### src/rtl/fetch_decode_regs.sv
// Y86 F and D pipeline registers with stall/bubble control.
// Optional perf counters: define FETCH_DECODE_PERF_CNT_EN.
`ifndef SAOK
`define SAOK 3'h1
`endif
`ifndef INOP
`define INOP 4'h1
`endif
`ifndef RNONE
`define RNONE 4'hF
`endif

module fetch_decode_regs (
    input  logic        clk_i,
    input  logic        rst_n_i,
    input  logic        F_stall_i,
    input  logic        D_stall_i,
    input  logic        D_bubble_i,
    input  logic [63:0] f_predPC_i,
    input  logic [2:0]  f_stat_i,
    input  logic [3:0]  f_icode_i,
    input  logic [3:0]  f_ifun_i,
    input  logic [3:0]  f_rA_i,
    input  logic [3:0]  f_rB_i,
    input  logic [63:0] f_valC_i,
    input  logic [63:0] f_valP_i,
    output logic [63:0] F_predPC_o,
    output logic [2:0]  D_stat_o,
    output logic [3:0]  D_icode_o,
    output logic [3:0]  D_ifun_o,
    output logic [3:0]  D_rA_o,
    output logic [3:0]  D_rB_o,
    output logic [63:0] D_valC_o,
    output logic [63:0] D_valP_o,
    output logic        ctl_err_o,
    output logic [31:0] perf_cyc_o,
    output logic [31:0] perf_fstall_o,
    output logic [31:0] perf_dbub_o
);

    always_ff @(posedge clk_i or negedge rst_n_i) begin
        if (!rst_n_i) begin
            F_predPC_o <= 64'h0;
        end else if (!F_stall_i) begin
            F_predPC_o <= f_predPC_i;
        end
    end

    // Stall wins over bubble; the bubble is a NOP with no register use.
    always_ff @(posedge clk_i or negedge rst_n_i) begin
        if (!rst_n_i) begin
            D_stat_o  <= `SAOK;
            D_icode_o <= `INOP;
            D_ifun_o  <= 4'h0;
            D_rA_o    <= `RNONE;
            D_rB_o    <= `RNONE;
            D_valC_o  <= 64'h0;
            D_valP_o  <= 64'h0;
        end else if (!D_stall_i) begin
            if (D_bubble_i) begin
                D_stat_o  <= `SAOK;
                D_icode_o <= `INOP;
                D_ifun_o  <= 4'h0;
                D_rA_o    <= `RNONE;
                D_rB_o    <= `RNONE;
                D_valC_o  <= 64'h0;
                D_valP_o  <= 64'h0;
            end else begin
                D_stat_o  <= f_stat_i;
                D_icode_o <= f_icode_i;
                D_ifun_o  <= f_ifun_i;
                D_rA_o    <= f_rA_i;
                D_rB_o    <= f_rB_i;
                D_valC_o  <= f_valC_i;
                D_valP_o  <= f_valP_i;
            end
        end
    end

    always_ff @(posedge clk_i or negedge rst_n_i) begin
        if (!rst_n_i) begin
            ctl_err_o <= 1'b0;
        end else if (D_stall_i && D_bubble_i) begin
            ctl_err_o <= 1'b1;
        end
    end

`ifdef FETCH_DECODE_PERF_CNT_EN
    logic [31:0] perf_cyc_q;
    logic [31:0] perf_fstall_q;
    logic [31:0] perf_dbub_q;

    // Counters saturate rather than wrap.
    always_ff @(posedge clk_i or negedge rst_n_i) begin
        if (!rst_n_i) begin
            perf_cyc_q    <= 32'h0;
            perf_fstall_q <= 32'h0;
            perf_dbub_q   <= 32'h0;
        end else begin
            if (perf_cyc_q != 32'hFFFF_FFFF) begin
                perf_cyc_q <= perf_cyc_q + 32'h1;
            end
            if (F_stall_i && perf_fstall_q != 32'hFFFF_FFFF) begin
                perf_fstall_q <= perf_fstall_q + 32'h1;
            end
            if (D_bubble_i && !D_stall_i
                && perf_dbub_q != 32'hFFFF_FFFF) begin
                perf_dbub_q <= perf_dbub_q + 32'h1;
            end
        end
    end

    assign perf_cyc_o    = perf_cyc_q;
    assign perf_fstall_o = perf_fstall_q;
    assign perf_dbub_o   = perf_dbub_q;
`else
    assign perf_cyc_o    = 32'h0;
    assign perf_fstall_o = 32'h0;
    assign perf_dbub_o   = 32'h0;
`endif

endmodule
### config.mk
export PLATFORM = sky130hd
export DESIGN_NAME = fetch_decode_regs
export DESIGN_NICKNAME = d
export VERILOG_FILES = /design/src/rtl/fetch_decode_regs.sv
export SDC_FILE = /design/constraint.sdc
export NUM_CORES = 1
export LEC_CHECK = 0
export ABC_AREA = 1
export CAP_MARGIN = 20
export CORE_AREA = 2 2 205 207
export CTS_BUF_LIST = sky130_fd_sc_hd__clkbuf_2
export CTS_CLUSTER_SIZE = 8
export DETAILED_ROUTE_END_ITERATION = 12
export DIE_AREA = 0 0 207 209
export PLACE_DENSITY = 0.5
export SLEW_MARGIN = 20
export SYNTH_ARGS = -nofsm -noshare
export SYNTH_HDL_FRONTEND = slang
export SYNTH_SLANG_ARGS = --single-unit
### constraint.sdc
create_clock -name clk_i -period 1.64 [get_ports clk_i]
set_clock_uncertainty 0.1 [all_clocks]
set_input_delay 0.328 -clock clk_i [delete_from_list [all_inputs] [get_ports clk_i]]
set_output_delay 0.328 -clock clk_i [all_outputs]
set_load 0.02 [all_outputs]
**Yosys cells after proc, flatten, opt, wreduce, memory -nomap -nowiden**

Cells that the tools add are included.

- Muxes and demuxes: 7
- Reductions and logical operators: 1

Operators with widths:

| cell | number |
|---|---|
| $mux W64 | 2 |
| $mux W4 | 4 |
| $mux W3 | 1 |
| $logic_and A1 B1 Y1 | 1 |

- Flip-flop bits (word level): 212
- Bits of input ports: 216
- Output and inout port bits: 308
- Logic and storage cells: 17

**Longest topological paths before layout**

Gate-level depths: netlist of run 1.

- Depth after elaboration: 1
- Depth in mapped cells: 6
- Depth with buffers taken out: 3

**Least setup slack after synthesis of run 1**

No wires, ideal clock.

- Kind: input port to flip-flop
- Start point: input F_stall_i
- End point: register F_predPC_o[49]
- Setup time: 0.134 ns
- Arrival time: 0.882 ns
- Required time: 1.406 ns
- Slack: 0.524 ns
- Stages on the path: 5
- Buffers on the path: 3
- Path through: buf_4 buf_2 buf_4 nand2_1 o21ai_0

RTL lines:

| item | RTL line | RTL |
|---|---|---|
| start: declaration | 16 | `input logic F_stall_i,` |
| end signal: assignment | 45 | `F_predPC_o <= f_predPC_i;` |
| end: declaration | 27 | `output logic [63:0] F_predPC_o,` |

**Worst setup path after layout of run 1**

- Start point: register D_stat_o[0]
- End point: output D_stat_o[0]

RTL lines:

| item | RTL line | RTL |
|---|---|---|
| start: declaration | 28 | `output logic [2:0] D_stat_o,` |
| start signal: assignment | 52 | `` D_stat_o <= `SAOK; `` |
| start signal: assignment | 61 | `` D_stat_o <= `SAOK; `` |
| start signal: assignment | 69 | `D_stat_o <= f_stat_i;` |

No word-level cell between the ends.

==> results.md, run 1 <==
- Status: finished, violations left
- Failing checks: setup timing
- Syn Inst Count: between 900 and 1,000
- Setup Crit Path Kind: flop to output port
- I/O pin count: about 520
- Post-layout util: 0.413
- Share of power burned in registers: 0.447
- Max-cap violations: 0
- GRT Total Usage: 0.139
- R2r setup slk: 0.27 ns
- Capturing point of the worst reg2reg path: D_icode_o[0]$_DFFE_PN1N_
- First-pass GRT wire length: just under 50,000 um
- Cells along the critical path: buf_6
- Drt drc: 0
- Skew-Pair Late Insertion Delay: 0.87 ns
- Die ar.: approximately 43,000 um^2
- Vias in the first global route: approximately 9,200
- Sum Neg Setup Slack: -46.50 ns
- Port bufs: approximately 430
- Crit path max-delay family: flip-flops
- Number of cells on the critical path: 1
- CP arrival: 1.56 ns
- Dpl hpwl: approximately 21,000 um
- Netlist cell types: 12
- Crit end category: output port
- Height of the die: 209 um
- Initial core utilization: 0.215
- Final Wtd Congestion: about 0.75
- Non-filler cells, final: 2,342
- CTS root buffer: clkbuf_2
- CTS sink count: 212
- WL/cell: around 13 um
- Largest cells by area after synthesis: dfrtp_1 (57%), nand2_1 (21%), buf_4 (8.6%), o21ai_0 (4.2%), dfstp_2 (3.0%)
- # fillers: between 4,000 and 5,000
- Starting DRT DRC Count: approximately 360
- Logic pwr share: 0.278
- Clk pin slew, worst setup/hold paths: 0.11 ns
- Peak supply drop: 0.436 mV
- Hold Crit Start: F_stall_i
- Mean Syn Cell Area: between 8 and 9 um^2
- Worst hold slack: a little under 0.3 ns
- Switch Pwr: approximately 0.0043 W
- DR pass1 iterations: 5
- Hold Path Class: primary input to flop
- CP peak stage delay: ~0.56 ns
- CTS tree: yes
- Leakage Power: 8.81 nW
- Post-synthesis register bit count: around 210
- Internal power: slightly above 0.009 W
- Largest net degree at the start of global routing: 83
- Core area: 41,300 um^2
- Buffer and inverter count on the worst path: 1
- FP Rows: 75
- Total gr overflow: 0
- Antenna viol nets, final: 0
- Top-area cell type share of the netlist area: 0.571
- RSZ-0062 raised after global routing: true
- Fraction of the yosys area taken by sequential cells: 0.600
- Share of layout cells above drive strength 1: 0.235
- Final WL: between 30,000 and 40,000 um
- Largest area contributor in the netlist: dfrtp_1
- Hold EP: F_predPC_o[51]$_DFFE_PN0N_
- Initial antenna violation count: 1
- Synth-to-layout area growth: 92.5%
- Synthesized area: 8860 um^2
- Cells on worst reg2reg path: 3
- Worst-path fanout max: 2
- Period utilization: 1.21
- Crit path launch type: flop
- Num CTS Buffers: 57
- Period minus WS final: about 2 ns
- Pwr per Cell Area: a little under 800 nW/um^2
- Clock power frac: 0.276
- Fin nets: between 1,500 and 2,000
- Switching part of the total: 0.323
- CTS Buffer Depth: 3
- WHS Path Cells: 4
- Slew Viols, Final: 0
- Via density per instance: 3.77
- Crit Reg-Reg Startpoint: D_icode_o[0]$_DFFE_PN1N_
- Placed cells: between 1,500 and 2,000
- Die Width: 207 um
- Fmax: ~500 MHz
- Critical path required time: between 1 and 1.5 ns
- Final Cell Area: around 17,000 um^2
- Area of placed instances: around 13,000 um^2
- # H-tree levels: 2
- Final Hold Fails: 0
- Setup WS post-layout: -0.345 ns
- Slowest CP cell: dfstp_2
- Yosys warns: 0
- Final setup fails: 212
- Total number of vias: 8,819
==> power by group through the flow <==
stage | Sequential, W | Combinational [W] | Clock [W]
after floorplan | 0.00651 | 0.000878 | 0
after global placement | 0.00599 | 0.00299 | 0
after detailed placement | 0.00599 | 0.00300 | 0
after CTS | 0.00599 | 0.00361 | 0.00395
after global routing | 0.00604 | 0.00400 | 0.00425
final | 0.00599 | 0.00372 | 0.00369
==> per-layer routing <==
metal  global-route usage  wire, um  vias to the layer above
met4               0.0463       729                        0
met1                0.163     12400                     4010
met5                    0         0                        -
met3               0.0624      3260                       55
met2                0.227     14700                      408
li1                     -         -                     4346
==> logic make-up (layout without fill, tap and decap cells) <==
kind of cell | Yosys count | after routing | synth area share
simple gates | 496 | 496 | 0.211
flops | 212 | 212 | 0.600
buf+inv | 208 | 923 | 0.146
compound gates | 75 | 75 | 0.0427
other cells | 1 | 97 | 0.000423
==> sequential cells by signal (all words and copies together), names as in the netlist <==
name	count
D_ifun_o	4
D_stat_o	3
D_valC_o	64
D_valP_o	64
F_predPC_o	64
D_rB_o	4
ctl_err_o	1
D_rA_o	4
D_icode_o	4
==> layout make-up <==
cell class,count,area (um^2),share of cell area
antenna,1,2.50,0.000147
clock buffer,86,430,0.0252
clock inverter,18,71.3,0.00418
inverter,65,244,0.0143
multi-input combinational,667,2610,0.153
sequential,212,5320,0.312
tap,539,674,0.0396
timing repair buffer,754,7700,0.452
==> through the flow <==
step	setup slack [ns]	power, W
floorplan	0.524	0.00739
global placement	-0.0180	0.00898
detailed placement	-0.0264	0.00899
CTS	-0.596	0.0136
global route	-0.547	0.0143
finish	-0.345	0.0134
==> Yosys cell counts <==
cell type,instances
dfstp_2,10
inv_1,65
conb_1,1
a21o_1,1
buf_6,14
nand2_1,495
dfrtp_1,202
buf_2,17
clkbuf_1,10
o21ai_0,74
buf_4,102
nor2_4,1
==> worst max path at each step <==
stage / end / start
floorplan: F_predPC_o[49]$_DFFE_PN0N_ / F_stall_i
finish: D_stat_o[0] / D_stat_o[0]$_DFFE_PN1N_
global placement: D_valC_o[32]$_DFFE_PN0N_ / D_bubble_i
detailed placement: D_valC_o[10]$_DFFE_PN0N_ / D_bubble_i
CTS: D_rA_o[3] / D_rA_o[3]$_DFFE_PN1N_
global route: D_rB_o[1] / D_rB_o[1]$_DFFE_PN1N_
==> repair_timing <==
item,CTS,global route
gates resized for setup,1285,0
hold buffers,220,0
endpoints found under the hold margin,424,0
endpoints found under the setup margin,212,212
setup buffers,29,50
==> placed cells by master, fill, tap and decap left out <==
| cell type | count |
|---|---|
| a21o_1 | 1 |
| inv_1 | 65 |
| inv_2 | 1 |
| dlygate4sd3_1 | 219 |
| nand2_1 | 495 |
| clkinv_2 | 3 |
| dfrtp_1 | 202 |
| dfstp_2 | 10 |
| buf_6 | 212 |
| clkbuf_8 | 1 |
| buf_12 | 13 |
| clkinv_1 | 14 |
| conb_1 | 96 |
| diode_2 | 1 |
| clkdlybuf4s50_1 | 212 |
| clkbuf_2 | 86 |
| o21ai_0 | 74 |
| buf_4 | 97 |
| nor2_4 | 1 |
Note: power is estimated with default switching activity, not from simulation.
==> run 2, diff against run 1 <==
--- a/config.mk
+++ b/config.mk
@@ -14,2 +14,4 @@
 export DIE_AREA = 0 0 207 209
+export GPL_ROUTABILITY_DRIVEN = 0
+export HOLD_SLACK_MARGIN = 0.12
 export PLACE_DENSITY = 0.5
--- a/constraint.sdc
+++ b/constraint.sdc
@@ -4,2 +4,2 @@
 set_output_delay 0.328 -clock clk_i [all_outputs]
-set_load 0.02 [all_outputs]
+set_load 0.1 [all_outputs]
==> run 2 against run 1 <==
  * The run still ends with setup timing left
  * Largest power group is now combinational logic
  * Critical path depth did not move
  * Critical endpoint is now D_rB_o[1]
  * Final area rose by 13%
  * Clock power rose by 5.7%
  * Utilization rose by 5.2 points
  * Hold slack got worse by 0.0054 ns
  * Non-clock buffer count rose by 25
==> results.md, run 2 (synthesis gave the netlist of run 1 again) <==
- Status: finished, violations left (unchanged)
- Failing checks: setup timing (unchanged)
- GRT Total Usage: 0.147 (was 0.139)
- # H-tree levels: 2 (unchanged)
- Initial antenna violation count: 1 (unchanged)
- Pwr per Cell Area: 940 nW/um^2 (was 786 nW/um^2)
- Final Hold Fails: 0 (unchanged)
- Core area: 41,300 um^2 (unchanged)
- Fin nets: 2,001 (was 1,973)
- CTS root buffer: clkbuf_2 (unchanged)
- RSZ-0062 raised after global routing: true (unchanged)
- Vias in the first global route: 9,428 (was 9,163)
- Die ar.: 43,300 um^2 (unchanged)
- Largest net degree at the start of global routing: 72 (was 83)
- R2r setup slk: 0.30 ns (was 0.27 ns)
- WL/cell: 13.5 um (was 13.3 um)
- Buffer and inverter count on the worst path: 1 (unchanged)
- Seq. cell area: 5320 um^2 (unchanged)
- Place WS: -0.00181 ns (was -0.0264 ns)
- First-pass GRT wire length: 51,000 um (was 48,800 um)
- Slowest CP cell: dfstp_2 (unchanged)
- CTS sink count: 212 (unchanged)
- Die Width: 207 um (unchanged)
- Fmax: 473 MHz (was 504 MHz)
- I/O pin count: 524 (unchanged)
- Cells along the critical path: buf_12 (was buf_6)
- Multi-input gate area: 2610 um^2 (unchanged)
- Hold Path Class: primary input to flop (unchanged)
- CTS tree: yes (unchanged)
- Resized Gates After CTS: 0 (was 1,285)
- Initial core utilization: 0.215 (unchanged)
- Share of layout cells above drive strength 1: 0.233 (was 0.235)
- Critical path required time: 1.21 ns (about the same)
- Regs by FF count: D_valC_o: 64 flops, D_valP_o: 64 flops, F_predPC_o: 64 flops (unchanged)
- Leakage Power: 9.48 nW (was 8.81 nW)
- Port bufs: 427 (unchanged)
- Crit path launch type: flop (unchanged)
- CP peak stage delay: 0.57 ns (was 0.56 ns)
- Num CTS Buffers: 60 (was 57)
- Final setup fails: 212 (unchanged)
- Synth-to-layout area growth: 117% (was 92.5%)
- Total number of vias: 8,947 (was 8,819)
- Starting DRT DRC Count: 292 (was 362)
- Crit end category: output port (unchanged)
- Total gr overflow: 0 (unchanged)
- Dpl hpwl: 22,300 um (was 20,700 um)
- Sum Neg Setup Slack: -65.80 ns (was -46.50 ns)
- Max-cap violations: 0 (unchanged)
- Peak supply drop: 0.540 mV (was 0.436 mV)
- Slew Viols, Final: 0 (unchanged)
- CTS Buffer Depth: 3 (unchanged)
- Clk pin slew, worst setup/hold paths: 0.10 ns (was 0.11 ns)
- Antenna viol nets, final: 0 (unchanged)
- Final WL: 32,000 um (was 31,100 um)
- Via density per instance: 3.78 (was 3.77)
- Height of the die: 209 um (unchanged)
- Skew-Pair Late Insertion Delay: 0.94 ns (was 0.87 ns)
- Period utilization: 1.29 (was 1.21)
- Period minus WS final: 2.12 ns (was 1.98 ns)
- FP Rows: 75 (unchanged)
- # fillers: 3,807 (was 4,037)
- Most frequent cells in the layout: nand2_1 (495), dlygate4sd3_1 (247), buf_12 (227) (was nand2_1 (495), dlygate4sd3_1 (219), clkdlybuf4s50_1 (212), buf_6 (212), dfrtp_1 (202))
- Drt drc: 0 (unchanged)
- Most common cell after layout, fill and taps aside: nand2_1 (unchanged)
- Worst-path fanout max: 2 (unchanged)
- Setup WS post-layout: -0.476 ns (was -0.345 ns)
- Crit path max-delay family: flip-flops (unchanged)
- Setup Crit Path Kind: flop to output port (unchanged)
- CP arrival: 1.69 ns (was 1.56 ns)
- DR pass1 iterations: 4 (was 5)
-- run 2: cell types whose count changed in the layout (fill, tap and decap cells not counted), sizes merged --
cell	change
clkbuf	+6
dlygate4sd3	+28
bufinv	+1
buf	-3
clkinv	-9
-- run 2: stage by stage --
step,instance area [um^2],hold slack (ns),power (W),cells,util
4_1_cts,18900,0.120,0.0183,2323,0.458
3_3_place_gp,15700,0.174,0.0136,1952,0.381
6_report,19200,0.292,0.0181,2365,0.465
5_1_grt,19200,0.171,0.0189,2365,0.465
2_1_floorplan,9220,-0.0676,0.0108,1087,-
3_5_place_dp,15700,0.172,0.0136,1952,0.381
-- run 2: final timing paths --
kind                                  startpoint                          to  cells past startpoint
setup reg to reg           ctl_err_o$_DFFE_PN0P_       ctl_err_o$_DFFE_PN0P_                      2
hold reg to reg            D_rA_o[1]$_DFFE_PN1N_       D_rA_o[1]$_DFFE_PN1N_                      2
max in group asynchronous                rst_n_i    D_valC_o[20]$_DFFE_PN0N_                      5
hold / removal                         F_stall_i  F_predPC_o[62]$_DFFE_PN0N_                      4
setup / recovery           D_rB_o[1]$_DFFE_PN1N_                   D_rB_o[1]                      1
min in group asynchronous                rst_n_i    D_valC_o[60]$_DFFE_PN0N_                      4
-- run 2: cell type report --
cell class | instances | area share
clock inverters | 10 | 0.00332
repair buffers | 779 | 0.512
multi-input cells | 667 | 0.136
well taps | 539 | 0.0351
clock buffers | 92 | 0.0240
diodes | 1 | 0.000130
inverters | 65 | 0.0127
flip-flops and latches | 212 | 0.277
-- run 2: repair_timing --
item	in CTS	in global routing
endpoints found under the hold margin	424	0
setup buffers	20	42
pin swaps	0	0
hold buffers	249	0
setup endpoints to repair	212	223
-- run 2: power breakdown --
part           total, W  internal, W  switching, W
sequential      0.00614      0.00567      0.000472
combinational   0.00802      0.00288       0.00514
clock           0.00390      0.00162       0.00228
-- run 2: routing by layer --
layer  track usage  share of wire
met2         0.241           0.48
met5             0              0
met1         0.169           0.39
met4        0.0448          0.018
met3        0.0705           0.11
==> run 3, diff against run 2 <==
Settings changed: PLACE_DENSITY 0.5 to 0.56.
==> run 3 against run 2 <==
  * The run still ends with setup timing left
  * Utilization is 0.36 points lower
  * First-iteration DRC count is 44% higher
  * Routed wire length is 4.7% higher
==> results.md, run 3 (synthesis gave the netlist of run 1 again) <==
- Die ar.: 43,300 um^2 (unchanged)
- Drt drc: 0 (unchanged)
- I/O pin count: 524 (unchanged)
- CTS Buffer Depth: 3 (unchanged)
- Leakage Power: 9.38 nW (was 9.48 nW)
- CTS sink count: 212 (unchanged)
- Final Hold Fails: 0 (unchanged)
- Area of placed instances: 15,600 um^2 (was 15,700 um^2)
- CTS tree: yes (unchanged)
- Synth-to-layout area growth: 115% (was 117%)
- Crit path launch type: flop (unchanged)
- FP Rows: 75 (unchanged)
- Most common cell after layout, fill and taps aside: nand2_1 (unchanged)
- # H-tree levels: 2 (unchanged)
- Worst-path fanout max: 2 (unchanged)
- Total gr overflow: 0 (unchanged)
- Total number of vias: 9,087 (was 8,947)
- Sum Neg Setup Slack: -69.66 ns (was -65.80 ns)
- RSZ-0062 raised after global routing: true (unchanged)
- Period minus WS final: 2.11 ns (was 2.12 ns)
- Num CTS Buffers: 61 (was 60)
- Crit Reg-Reg Startpoint: F_predPC_o[24]$_DFFE_PN0N_ (was ctl_err_o$_DFFE_PN0P_)
- Status: finished, violations left (unchanged)
- Initial core utilization: 0.215 (unchanged)
- Critical path required time: 1.21 ns (about the same)
- CP peak stage delay: 0.57 ns (about the same)
- Final setup fails: 212 (unchanged)
- Antenna viol nets, final: 0 (unchanged)
- Peak supply drop: 0.603 mV (was 0.540 mV)
- Starting DRT DRC Count: 421 (was 292)
- Period utilization: 1.29 (about the same)
- Hold Path Class: primary input to flop (unchanged)
- Clk pin slew, worst setup/hold paths: 0.10 ns (about the same)
- Final WL: 33,500 um (was 32,000 um)
- Via density per instance: 3.86 (was 3.78)
- Largest net degree at the start of global routing: 87 (was 72)
- Final Cell Area: 19,100 um^2 (was 19,200 um^2)
- Buffer and inverter count on the worst path: 1 (unchanged)
- Power Total: 0.0181 W (about the same)
- First-pass GRT wire length: 52,000 um (was 51,000 um)
- Height of the die: 209 um (unchanged)
- Crit path max-delay family: flip-flops (unchanged)
- Pwr per Cell Area: 948 nW/um^2 (was 940 nW/um^2)
- WL/cell: 14.2 um (was 13.5 um)
- Hold EP: ctl_err_o$_DFFE_PN0P_ (was F_predPC_o[62]$_DFFE_PN0N_)
- Vias in the first global route: 9,597 (was 9,428)
- Worst hold slack: 0.263 ns (was 0.292 ns)
- CP arrival: 1.68 ns (was 1.69 ns)
- Worst slew margin: 0.601
- Slew Viols, Final: 0 (unchanged)
- WHS Path Cells: 3 (was 4)
- Dpl hpwl: 22,000 um (was 22,300 um)
- Port bufs: 427 (unchanged)
- Hold Crit Start: D_bubble_i (was F_stall_i)
- Regs by FF count: D_valC_o: 64 flops, D_valP_o: 64 flops, F_predPC_o: 64 flops (unchanged)
- CTS root buffer: clkbuf_2 (unchanged)
- R2r setup slk: 0.25 ns (was 0.30 ns)
- # fillers: 3,685 (was 3,807)
- Capturing point of the worst reg2reg path: F_predPC_o[24]$_DFFE_PN0N_ (was ctl_err_o$_DFFE_PN0P_)
- Most frequent cells in the layout: nand2_1 (495), dlygate4sd3_1 (250), buf_12 (224) (was nand2_1 (495), dlygate4sd3_1 (247), buf_12 (227))
- DR pass1 iterations: 5 (was 4)
- Fin nets: 1,981 (was 2,001)
- Setup WS post-layout: -0.469 ns (was -0.476 ns)
- GRT Total Usage: 0.151 (was 0.147)
- Core area: 41,300 um^2 (unchanged)
- Failing checks: setup timing (unchanged)
- Die Width: 207 um (unchanged)
- Skew-Pair Late Insertion Delay: 0.91 ns (was 0.94 ns)
- Cells along the critical path: buf_12 (unchanged)
- Worst-Margin Slew: roughly 0.60 ns
- Slowest CP cell: dfstp_2 (unchanged)
- Share of layout cells above drive strength 1: 0.229 (was 0.233)
- Max-cap violations: 0 (unchanged)
- Initial antenna violation count: 2 (was 1)
- Cells on worst reg2reg path: 3 (was 2)
- Fmax: 474 MHz (was 473 MHz)
- Setup Crit Path Kind: flop to output port (unchanged)
- Crit end category: output port (unchanged)
[run 3: changes by cell type in the layout (fill, tap and decap cells not counted), moves of 2 or more]
| cell | before | now |
|---|---|---|
| dlygate4sd3_1 | 247 | 250 |
| clkinv_1 | 8 | 14 |
| dfrtp_2 | 0 | 8 |
| clkbuf_2 | 92 | 97 |
| buf_4 | 92 | 72 |
| clkinv_2 | 0 | 2 |
| buf_12 | 227 | 224 |
| dfrtp_1 | 202 | 194 |
[run 3: final cells by class]
type,count,area (um^2),share of cell area
repair buffers,758,9650,0.506
flip-flops and latches,212,5330,0.279
multi-input cells,667,2610,0.137
well taps,539,674,0.0354
clock buffers,97,485,0.0255
inverters,65,244,0.0128
clock inverters,17,66.3,0.00348
diodes,2,5.00,0.000263
[run 3: metrics by stage]
| stage | utilization | cells | setup WS (ns) |
|---|---|---|---|
| floorplan | - | 1087 | 0.313 |
| global placement | 0.379 | 1942 | -0.0194 |
| detailed placement | 0.379 | 1942 | -0.0496 |
| CTS | 0.455 | 2319 | -0.684 |
| global route | 0.462 | 2357 | -0.669 |
| finish | 0.462 | 2357 | -0.469 |
[run 3: worst max-delay path by stage]
| stage | from | to | slack, ns | cells past startpoint |
|---|---|---|---|---|
| global placement | D_bubble_i | D_valP_o[38]$_DFFE_PN0N_ | -0.02 | 6 |
| finish | D_rB_o[2]$_DFFE_PN1N_ | D_rB_o[2] | -0.47 | 1 |
| floorplan | ctl_err_o$_DFFE_PN0P_ | ctl_err_o | 0.31 | 0 |
| global route | D_rA_o[3]$_DFFE_PN1N_ | D_rA_o[3] | -0.67 | 1 |
| CTS | D_rB_o[2]$_DFFE_PN1N_ | D_rB_o[2] | -0.68 | 1 |
| detailed placement | D_bubble_i | D_valP_o[59]$_DFFE_PN0N_ | -0.05 | 6 |
[run 3: routing by layer]
layer / wire length [um] / global-route usage / up-vias
li1: - / - / 4380
met1: 12400 / 0.164 / 4202
met2: 16700 / 0.256 / 429
met3: 3220 / 0.0642 / 76
met4: 1090 / 0.0640 / 0
met5: 0 / 0 / -
[run 3: repair_timing]
| action | 4_1_cts | 5_1_grt |
|---|---|---|
| endpoints found under the hold margin | 424 | 0 |
| setup endpoints to repair | 212 | 213 |
| resized for setup | 7 | 1 |
| gates cloned | 0 | 0 |
| setup buffers | 13 | 37 |
| hold buffers | 250 | 0 |
[run 3: power by group]
| group | internal [W] | switching (W) |
|---|---|---|
| clock | 0.00156 | 0.00237 |
| sequential | 0.00567 | 0.000487 |
| combinational | 0.00283 | 0.00516 |
| total | 0.0101 | 0.00801 |
